===== src/rtl/wb_farbborg_pkg.sv =====
// Shared constants for the farbborg frame loader: state encoding and bus constants.
package wb_farbborg_pkg;

  typedef logic [1:0] state_t;

  localparam state_t S_IDLE = 2'd0;
  localparam state_t S_RD   = 2'd1;
  localparam state_t S_WR   = 2'd2;
  localparam state_t S_FIN  = 2'd3;

  localparam logic [3:0]  WB_SEL_ALL  = 4'hF;
  localparam logic [31:0] WORD_STRIDE = 32'd4;
  localparam logic [31:0] WORD_MASK   = 32'hFFFF_FFFC;

  function automatic logic [31:0] word_align(input logic [31:0] a);
    return a & WORD_MASK;
  endfunction

endpackage


===== src/rtl/wb_ack_timeout.sv =====
// Per-access acknowledge watchdog: down-counter reloaded on clear, expired at zero.
module wb_ack_timeout #(
  parameter int TIMEOUT = 255
) (
  input  logic clk,
  input  logic reset,
  input  logic clear_i,
  input  logic en_i,
  output logic expired_o
);

  localparam int CW = (TIMEOUT < 2) ? 1 : $clog2(TIMEOUT + 1);
  // Loading TIMEOUT-1 makes the access last exactly TIMEOUT cycles before abort.
  localparam logic [CW-1:0] LOAD = CW'(TIMEOUT - 1);

  logic [CW-1:0] cnt_q;
  logic [CW-1:0] cnt_d;

  always_comb begin
    cnt_d = cnt_q;
    if (clear_i) begin
      cnt_d = LOAD;
    end else if (en_i && (cnt_q != '0)) begin
      cnt_d = cnt_q - 1'b1;
    end
  end

  always_ff @(posedge clk) begin
    if (reset) begin
      cnt_q <= LOAD;
    end else begin
      cnt_q <= cnt_d;
    end
  end

  assign expired_o = (cnt_q == '0);

endmodule


===== src/rtl/wb_farbborg_loader.sv =====
// Wishbone initiator copying a block of 32-bit words from memory into the farbborg
// frame buffer, one read then one write per word inside a single locked cycle.
module wb_farbborg_loader
  import wb_farbborg_pkg::*;
#(
  parameter int          LEN_W       = 12,
  parameter int          TIMEOUT     = 255,
  parameter logic [31:0] DST_DEFAULT = 32'h0000_0000
) (
  input  logic             clk,
  input  logic             reset,
  input  logic             start,
  input  logic [31:0]      src_addr,
  input  logic [31:0]      dst_addr,
  input  logic             dst_sel,
  input  logic [LEN_W-1:0] len,
  output logic             busy,
  output logic             done,
  output logic             err,
  output logic [31:0]      wb_adr_o,
  output logic [31:0]      wb_dat_o,
  input  logic [31:0]      wb_dat_i,
  output logic [3:0]       wb_sel_o,
  output logic             wb_cyc_o,
  output logic             wb_stb_o,
  output logic             wb_we_o,
  input  logic             wb_ack_i
);

  // state  | meaning
  // IDLE   | waiting for start
  // RD     | read of current source word outstanding
  // WR     | write of captured word to destination outstanding
  // FIN    | copy over; next edge pulses done and drops busy

  state_t           state_q, state_d;
  logic [31:0]      src_q, src_d;
  logic [31:0]      dst_q, dst_d;
  logic [LEN_W-1:0] rem_q, rem_d;
  logic [31:0]      adr_q, adr_d;
  logic [31:0]      dat_q, dat_d;
  logic             cyc_q, cyc_d;
  logic             we_q, we_d;
  logic [3:0]       sel_q, sel_d;
  logic             busy_q, busy_d;
  logic             done_q, done_d;
  logic             err_q, err_d;

  logic [31:0]      src_inc;
  logic [31:0]      dst_inc;
  logic             to_clear;
  logic             to_en;
  logic             to_expired;

  assign src_inc = src_q + WORD_STRIDE;
  assign dst_inc = dst_q + WORD_STRIDE;

  always_comb begin
    state_d = state_q;
    src_d   = src_q;
    dst_d   = dst_q;
    rem_d   = rem_q;
    adr_d   = adr_q;
    dat_d   = dat_q;
    cyc_d   = cyc_q;
    we_d    = we_q;
    busy_d  = busy_q;
    done_d  = 1'b0;
    err_d   = err_q;

    case (state_q)
      S_IDLE: begin
        // done_q high means FIN was just left; a start in that cycle is dropped.
        if (start && !done_q) begin
          src_d  = word_align(src_addr);
          dst_d  = dst_sel ? word_align(dst_addr) : word_align(DST_DEFAULT);
          rem_d  = len;
          err_d  = 1'b0;
          busy_d = 1'b1;
          if (len == '0) begin
            state_d = S_FIN;
          end else begin
            state_d = S_RD;
            cyc_d   = 1'b1;
            we_d    = 1'b0;
            adr_d   = word_align(src_addr);
          end
        end
      end

      S_RD: begin
        if (wb_ack_i) begin
          dat_d   = wb_dat_i;
          we_d    = 1'b1;
          adr_d   = dst_q;
          state_d = S_WR;
        end else if (to_expired) begin
          cyc_d   = 1'b0;
          we_d    = 1'b0;
          err_d   = 1'b1;
          state_d = S_FIN;
        end
      end

      S_WR: begin
        if (wb_ack_i) begin
          rem_d = rem_q - LEN_W'(1);
          src_d = src_inc;
          dst_d = dst_inc;
          we_d  = 1'b0;
          if (rem_q == LEN_W'(1)) begin
            cyc_d   = 1'b0;
            state_d = S_FIN;
          end else begin
            adr_d   = src_inc;
            state_d = S_RD;
          end
        end else if (to_expired) begin
          cyc_d   = 1'b0;
          we_d    = 1'b0;
          err_d   = 1'b1;
          state_d = S_FIN;
        end
      end

      S_FIN: begin
        done_d  = 1'b1;
        busy_d  = 1'b0;
        state_d = S_IDLE;
      end

      default: begin
        cyc_d   = 1'b0;
        we_d    = 1'b0;
        busy_d  = 1'b0;
        state_d = S_IDLE;
      end
    endcase

    sel_d = cyc_d ? WB_SEL_ALL : 4'h0;
  end

  // Every entry into RD or WR is a state change, so the watchdog restarts per access.
  assign to_clear = (state_d != state_q);
  assign to_en    = (state_q == S_RD) || (state_q == S_WR);

  wb_ack_timeout #(
    .TIMEOUT(TIMEOUT)
  ) u_ack_timeout (
    .clk      (clk),
    .reset    (reset),
    .clear_i  (to_clear),
    .en_i     (to_en),
    .expired_o(to_expired)
  );

  always_ff @(posedge clk) begin
    if (reset) begin
      state_q <= S_IDLE;
      src_q   <= '0;
      dst_q   <= '0;
      rem_q   <= '0;
      adr_q   <= '0;
      dat_q   <= '0;
      cyc_q   <= 1'b0;
      we_q    <= 1'b0;
      sel_q   <= 4'h0;
      busy_q  <= 1'b0;
      done_q  <= 1'b0;
      err_q   <= 1'b0;
    end else begin
      state_q <= state_d;
      src_q   <= src_d;
      dst_q   <= dst_d;
      rem_q   <= rem_d;
      adr_q   <= adr_d;
      dat_q   <= dat_d;
      cyc_q   <= cyc_d;
      we_q    <= we_d;
      sel_q   <= sel_d;
      busy_q  <= busy_d;
      done_q  <= done_d;
      err_q   <= err_d;
    end
  end

  assign busy     = busy_q;
  assign done     = done_q;
  assign err      = err_q;
  assign wb_adr_o = adr_q;
  assign wb_dat_o = dat_q;
  assign wb_sel_o = sel_q;
  assign wb_cyc_o = cyc_q;
  assign wb_stb_o = cyc_q;
  assign wb_we_o  = we_q;

endmodule


===== config.mk =====
export PLATFORM = sky130hd
export DESIGN_NAME = wb_farbborg_loader
export DESIGN_NICKNAME = d
export VERILOG_FILES = /design/src/rtl/wb_farbborg_pkg.sv /design/src/rtl/wb_ack_timeout.sv /design/src/rtl/wb_farbborg_loader.sv
export SDC_FILE = /design/constraint.sdc
export NUM_CORES = 1
export LEC_CHECK = 0
export BUFFER_PORTS_ARGS = -buffer_cell sky130_fd_sc_hd__buf_2
export CAP_MARGIN = 25
export CORE_MARGIN = 3
export CORE_UTILIZATION = 50
export DETAILED_ROUTE_END_ITERATION = 12
export PLACE_DENSITY = 0.74
export SYNTH_ARGS = -nofsm -noshare
export SYNTH_HDL_FRONTEND = slang
export SYNTH_SLANG_ARGS = --single-unit

===== constraint.sdc =====
create_clock -name clk -period 2.8 [get_ports clk]
set_input_delay 0.14 -clock clk [delete_from_list [all_inputs] [get_ports clk]]
set_output_delay 0.14 -clock clk [all_outputs]
set_load 0.05 [all_outputs]

=== Word level (Yosys, flattened, before mapping) ===
Cells that the tools add are included.

* Flip-flop bits (word level): 159
* Input port bits: 113
* Logic and storage cells: 93
* Output and inout bits: 74

* Eq/ne operators: 12
* Reductions and logical operators: 20
* Add/subtract/negate cells: 4
* Mux-type cells: 44

{| class="wikitable"
|+ Operators by type and width
! kind !! number
|-
| $mux W32 || 10
|-
| $pmux W32 S2 || 2
|-
| $pmux W32 S3 || 1
|-
| $add A32 B3 Y32 const B || 2
|-
| $mux W12 || 2
|-
| $pmux W12 S2 || 1
|-
| $mux W1 || 16
|-
| $eq A12 B1 Y1 const B || 1
|-
| $logic_not A12 Y1 || 1
|-
| $mux W2 || 6
|-
| $ne A2 B2 Y1 const B || 6
|-
| $sub A12 B1 Y12 const B || 1
|-
| $logic_not A8 Y1 || 1
|-
| $pmux W2 S4 || 1
|-
| $reduce_bool A8 Y1 || 1
|-
| $sub A8 B1 Y8 const B || 1
|-
| $pmux W1 S3 || 2
|-
| $reduce_and A3 Y1 || 2
|-
| $reduce_and A6 Y1 || 1
|-
| $reduce_bool A2 Y1 || 3
|-
| $eq A2 B2 Y1 const B || 2
|-
| $mux W4 || 1
|-
| $pmux W1 S2 || 2
|-
| $reduce_and A2 Y1 || 2
|-
| 10 further kinds || 12
|}

=== Depth between registers and ports, before layout ===
* Depth in word-level cells: 6
* Gate-level depth with buffers: 11
* Mapped depth without buffers: 8

=== Hierarchy ===
Synthesis repeated with hierarchy kept, for this count alone.

* Cell total of the unflattened synthesis: 1183
* Area total of the unflattened synthesis: 8917.3 um2

{| class="wikitable"
|+ Modules (own cells, without submodules)
! module !! cells an instance !! area an instance (um2) !! seq. area each (um2) !! instances
|-
| wb_farbborg_loader || 1137 || 8496.9 || 2842.7 || 1
|-
| wb_ack_timeout || 46 || 420.4 || 160.2 || 1
|}

=== Least setup slack after synthesis ===
OpenSTA, ideal clock, no wires.

* Path type: reg2reg
* From: register state_q[0]
* To: register adr_q[23] (netlist: wb_adr_o[23])
* Setup time: 0.101 ns
* Buffers on the path: 3
* Required time: 2.699 ns
* Setup slack: 0.546 ns
* Cell stages (with the launch flop): 10
* Period minus slack after synthesis: 2.254 ns
* Arrival time: 2.153 ns
* Cells stage by stage: dfxtp_1 -> inv_1 -> ha_1 -> clkbuf_1 -> a21oi_1 -> o221ai_1 -> or2_2 -> buf_6 -> buf_4 -> o41ai_1

* Cells in the longest elaborated chain, start to end: 3
* Elaborated cells between the ends (all ways): 11
* Classes of those cells: eq/ne (7); mux (1); reduce/logical (3)

{| class="wikitable"
|+ RTL lines
! item !! RTL line !! text
|-
| from (decl) || wb_farbborg_loader.sv:36 || <nowiki>state_t state_q, state_d;</nowiki>
|-
| from (signal assigned) || wb_farbborg_loader.sv:172 || <nowiki>state_q <= state_d;</nowiki>
|-
| $eq A2 B2 Y1 (tied with other cells) || wb_farbborg_loader.sv:71 || <nowiki>case (state_q)</nowiki>
|-
| $ne A2 B2 Y1 (no line) or $reduce_bool A3 Y1 (tied branches) || n/a ||
|-
| $reduce_and A6 Y1 (no line) || n/a ||
|-
| to (signal assigned) || wb_farbborg_loader.sv:176 || <nowiki>adr_q <= adr_d;</nowiki>
|-
| to (decl) || wb_farbborg_loader.sv:40 || <nowiki>logic [31:0] adr_q, adr_d;</nowiki>
|}

Several ways; a longest one is shown, not always the timed one.
A chain may end at the register's enable or synchronous reset.

=== Final worst setup path ===
* From: register src_q[2]
* To: register adr_q[30] (netlist: wb_adr_o[30])

* Cells in the longest elaborated chain, start to end: 4

{| class="wikitable"
|+ RTL lines
! item !! RTL line !! text
|-
| from (decl) || wb_farbborg_loader.sv:37 || <nowiki>logic [31:0] src_q, src_d;</nowiki>
|-
| from (signal assigned) || wb_farbborg_loader.sv:173 || <nowiki>src_q <= src_d;</nowiki>
|-
| $add A32 B3 Y32 || wb_farbborg_loader.sv:55 || <nowiki>assign src_inc = src_q + WORD_STRIDE;</nowiki>
|-
| $mux W32 || wb_farbborg_loader.sv:111 || <nowiki>if (rem_q == LEN_W'(1)) begin</nowiki>
|-
| $mux W32 || wb_farbborg_loader.sv:106 || <nowiki>if (wb_ack_i) begin</nowiki>
|-
| $pmux W32 S3 || wb_farbborg_loader.sv:71 ||
|}

Every way passes these cells. The select of a mux whose other input is x is not followed.

==> results.sh <==
export IMPL_worstSkewPairLatency_ps=430
export IMPL_slew_headroom_pct=55.7
export IMPL_die_w_um=136
export IMPL_grt_pass1_vias=8615
export IMPL_synth_nets=1266
export IMPL_cts_buffers=17
export IMPL_cts_clk_slew_worst_paths_ps=70
export IMPL_layout_min_cycle_time_ps=2500
export IMPL_final_nets=1446
export IMPL_ios=187
export IMPL_cts_root_buf="clkbuf_16"
export IMPL_clock_skew_ps=10.7
export IMPL_io_buffers=182
export IMPL_fin_ws_ps=302
export IMPL_cts_sinks=150
export IMPL_antenna_found_initial=1
export IMPL_die_y_um=136
export IMPL_ctsLongestPathBuffers=2
export IMPL_p_leak_nw=4.29
export IMPL_post_drt_wl_per_cell_um=17.9
export IMPL_synthCells=1143
export IMPL_max_vdd_ir_drop_v=0.000477
export IMPL_crit_path_start_kind="flop"
export IMPL_seq_area_frac_synth_pct=35.4
export IMPL_async_flop_share_pct=0
export IMPL_worstMarginPinSlew_ps=664
export IMPL_arrival_ps=2810
export IMPL_floorplan_initialDensity_pct=52.3
export IMPL_htreeDepth=4
export IMPL_setup_viol=0
export IMPL_netlist_cell_type_count=73
export IMPL_rows=46
export IMPL_grt_ovfl_total=0
export IMPL_dr_pass1_iters=5
export IMPL_hold_viol=0
export IMPL_drtIter0Drc=840
export IMPL_avgSynthCellArea_um2=7.42
export IMPL_die_area_um2=18600
export IMPL_core_area_um2=16200
export IMPL_path_max_fanout=7
export IMPL_yosys_register_bits=150
export IMPL_end_kind="flop"
export IMPL_yosys_warnings=0
export IMPL_cts_setup_buffers=0
export IMPL_criticalPathCategory="flop to flop"
export IMPL_globalplace_congestion=0.939
export IMPL_wirelength_um=27800
export IMPL_drv_cap=0
export IMPL_period_share_pct=89.2
export IMPL_fmax_mhz=400
export IMPL_holdWs_ps=8.00
export IMPL_design_area_um2=10600
export IMPL_status="completed"
export IMPL_track_usage_pct=29.2
export IMPL_cts_tree="yes"
export IMPL_synth_enable_flop_cells=0
export IMPL_holdCritPathClass="primary input to flop"
export IMPL_crit_required_ps=3120
export IMPL_tns_ps=0
export IMPL_grt_start_max_net_pins=132
export IMPL_pre_cts_slack_ps=350
export IMPL_placed_area_um2=9600
export IMPL_drive_gt1_share_pct=20.7
export IMPL_num_vias=9462
export IMPL_via_per_inst=6.08
export IMPL_drv_slew=0
export IMPL_power_density_nw_per_um2=652
export IMPL_grt_pass1_wl_um=43600
export IMPL_place_hpwl_um=19000
export IMPL_yosys_most_used_dff="dfxtp_1"
export IMPL_syn_cell_area_um2=8480
export IMPL_finalPower_w=0.00692
export IMPL_detail_route_antenna_nets=0
export IMPL_grt_setup_unrepaired="no"
export IMPL_remaining_drc_errors=0
export IMPL_area_growth_pct=25.2
-- cell usage in the layout (no fill, tap or decap), types with 13 or more instances in the layout --
master / n
buf_2: 181
nand2_1: 175
dfxtp_1: 150
a21oi_1: 123
nor2_1: 99
o21ai_0: 55
nand3_1: 47
dlygate4sd3_1: 40
nor3_1: 39
buf_4: 38
and3_1: 27
inv_1: 24
nand4_1: 21
nor4_1: 21
a31oi_1: 19
a221oi_1: 18
clkbuf_16: 17
a211oi_1: 15
o211ai_1: 15
xnor2_1: 15
o41ai_1: 13
-- state kept, by name, indices dropped and copies added (netlist names) --
name                 count
busy                     1
done                     1
dst_q                   30
err                      1
rem_q                   12
src_q                   30
state_q                  2
u_ack_timeout.cnt_q      8
wb_adr_o                31
wb_dat_o                32
wb_sel_o                 1
wb_we_o                  1
-- stage by stage --
stage / cells / utilization [%]
finish: 1555 / 65.4
global route: 1552 / 65.4
CTS: 1552 / 65.4
detailed placement: 1480 / 59.2
global placement: 1479 / 59.0
floorplan: 1143 / -
-- layout make-up --
class	instances	area, um2
fillers	1428	5610
multi-input cells	866	4970
flip-flops and latches	150	3000
repair buffers	262	1660
clock buffers	17	425
well taps	216	270
clock inverters	15	183
inverters	26	97.6
diodes	3	7.51
-- power by group --
group / internal [W] / total (W) / switching (W)
logic: 0.000654 / 0.00192 / 0.00126
registers: 0.00236 / 0.00260 / 0.000241
clock network: 0.00136 / 0.00241 / 0.00105
total: 0.00437 / 0.00692 / 0.00255
-- timing repair --
| item | in CTS | in global routing |
|---|---|---|
| hold endpoints to repair | 40 | 0 |
| hold buffers | 40 | 0 |
| resized for setup | 0 | 0 |
| setup endpoints to repair | 0 | 0 |
-- cells in the mapped netlist, drive strengths merged, types with 4 or more instances --
cell type  instances  area [um2]
nor2b             13        81.3
and2               5        31.3
nand4             21         131
ha                10         125
a21o               7        52.6
o211ai            15         113
a22o               5        43.8
xor2              10        87.6
a221oi            18         158
nor3              40         211
a22oi              9        67.6
nand3             47         235
nand2            175         657
nor2             100         378
a32o               5        50.1
o2bb2ai            5        43.8
o21ai             56         284
inv               25        93.8
o22ai              9        56.3
o32ai              7        61.3
a221o              5        50.1
buf               22         138
dfxtp            150        3000
and3              28         180
and4               6        52.6
a31oi             19         119
xnor2             15         131
or4                4        33.8
a21oi            123         616
nor3b              5        42.5
mux2i              6        60.1
a211oi            16         120
nor4              22         144
clkbuf            79         302
o41ai             13         114
-- cell families (layout without fill, tap and decap cells) --
| family | Yosys count | in the layout | share of synthesized area (%) |
|---|---|---|---|
| adder cells (fa/ha/maj) | 10 | 10 | 1.47 |
| AND/OR/NAND/NOR | 480 | 480 | 26.8 |
| buffers and inverters | 127 | 320 | 6.33 |
| other | 0 | 3 | 0 |
| multiplexers | 8 | 8 | 0.973 |
| flip-flops | 150 | 150 | 35.4 |
| AO/OA/AOI/OAI | 343 | 343 | 26.5 |
| XOR/XNOR | 25 | 25 | 2.58 |
-- worst max-delay path, cell delays in order (launching register included) --
cell and delay (ps):
dfxtp_1 430, ha_1 290, and4_1 330, nand4_1 200, nor3_1 490, xor2_1 190, a221oi_1 90, o41ai_1 370
-- worst paths after layout --
path,from,endpoint,slack [ps],cells after the start
worst max-delay path,src_q[2],wb_adr_o[30],300,7
worst min-delay path,dst_addr[13],dst_q[13],8,3
worst max register to register,src_q[2],wb_adr_o[30],300,7
worst min register to register,wb_dat_o[2],wb_dat_o[2],450,2
-- metal layers --
layer | track usage, % | wire length (um) | part of all wire (%) | up-vias
met5 | 0 | 7 | 0.025 | -
met4 | 9.69 | 705 | 2.5 | 2
met3 | 6.48 | 2180 | 7.8 | 57
met2 | 48.4 | 13500 | 48 | 429
met1 | 37.6 | 11400 | 41 | 4444
li1 | - | - | - | 4530
Note: power is estimated with default switching activity, not from simulation.
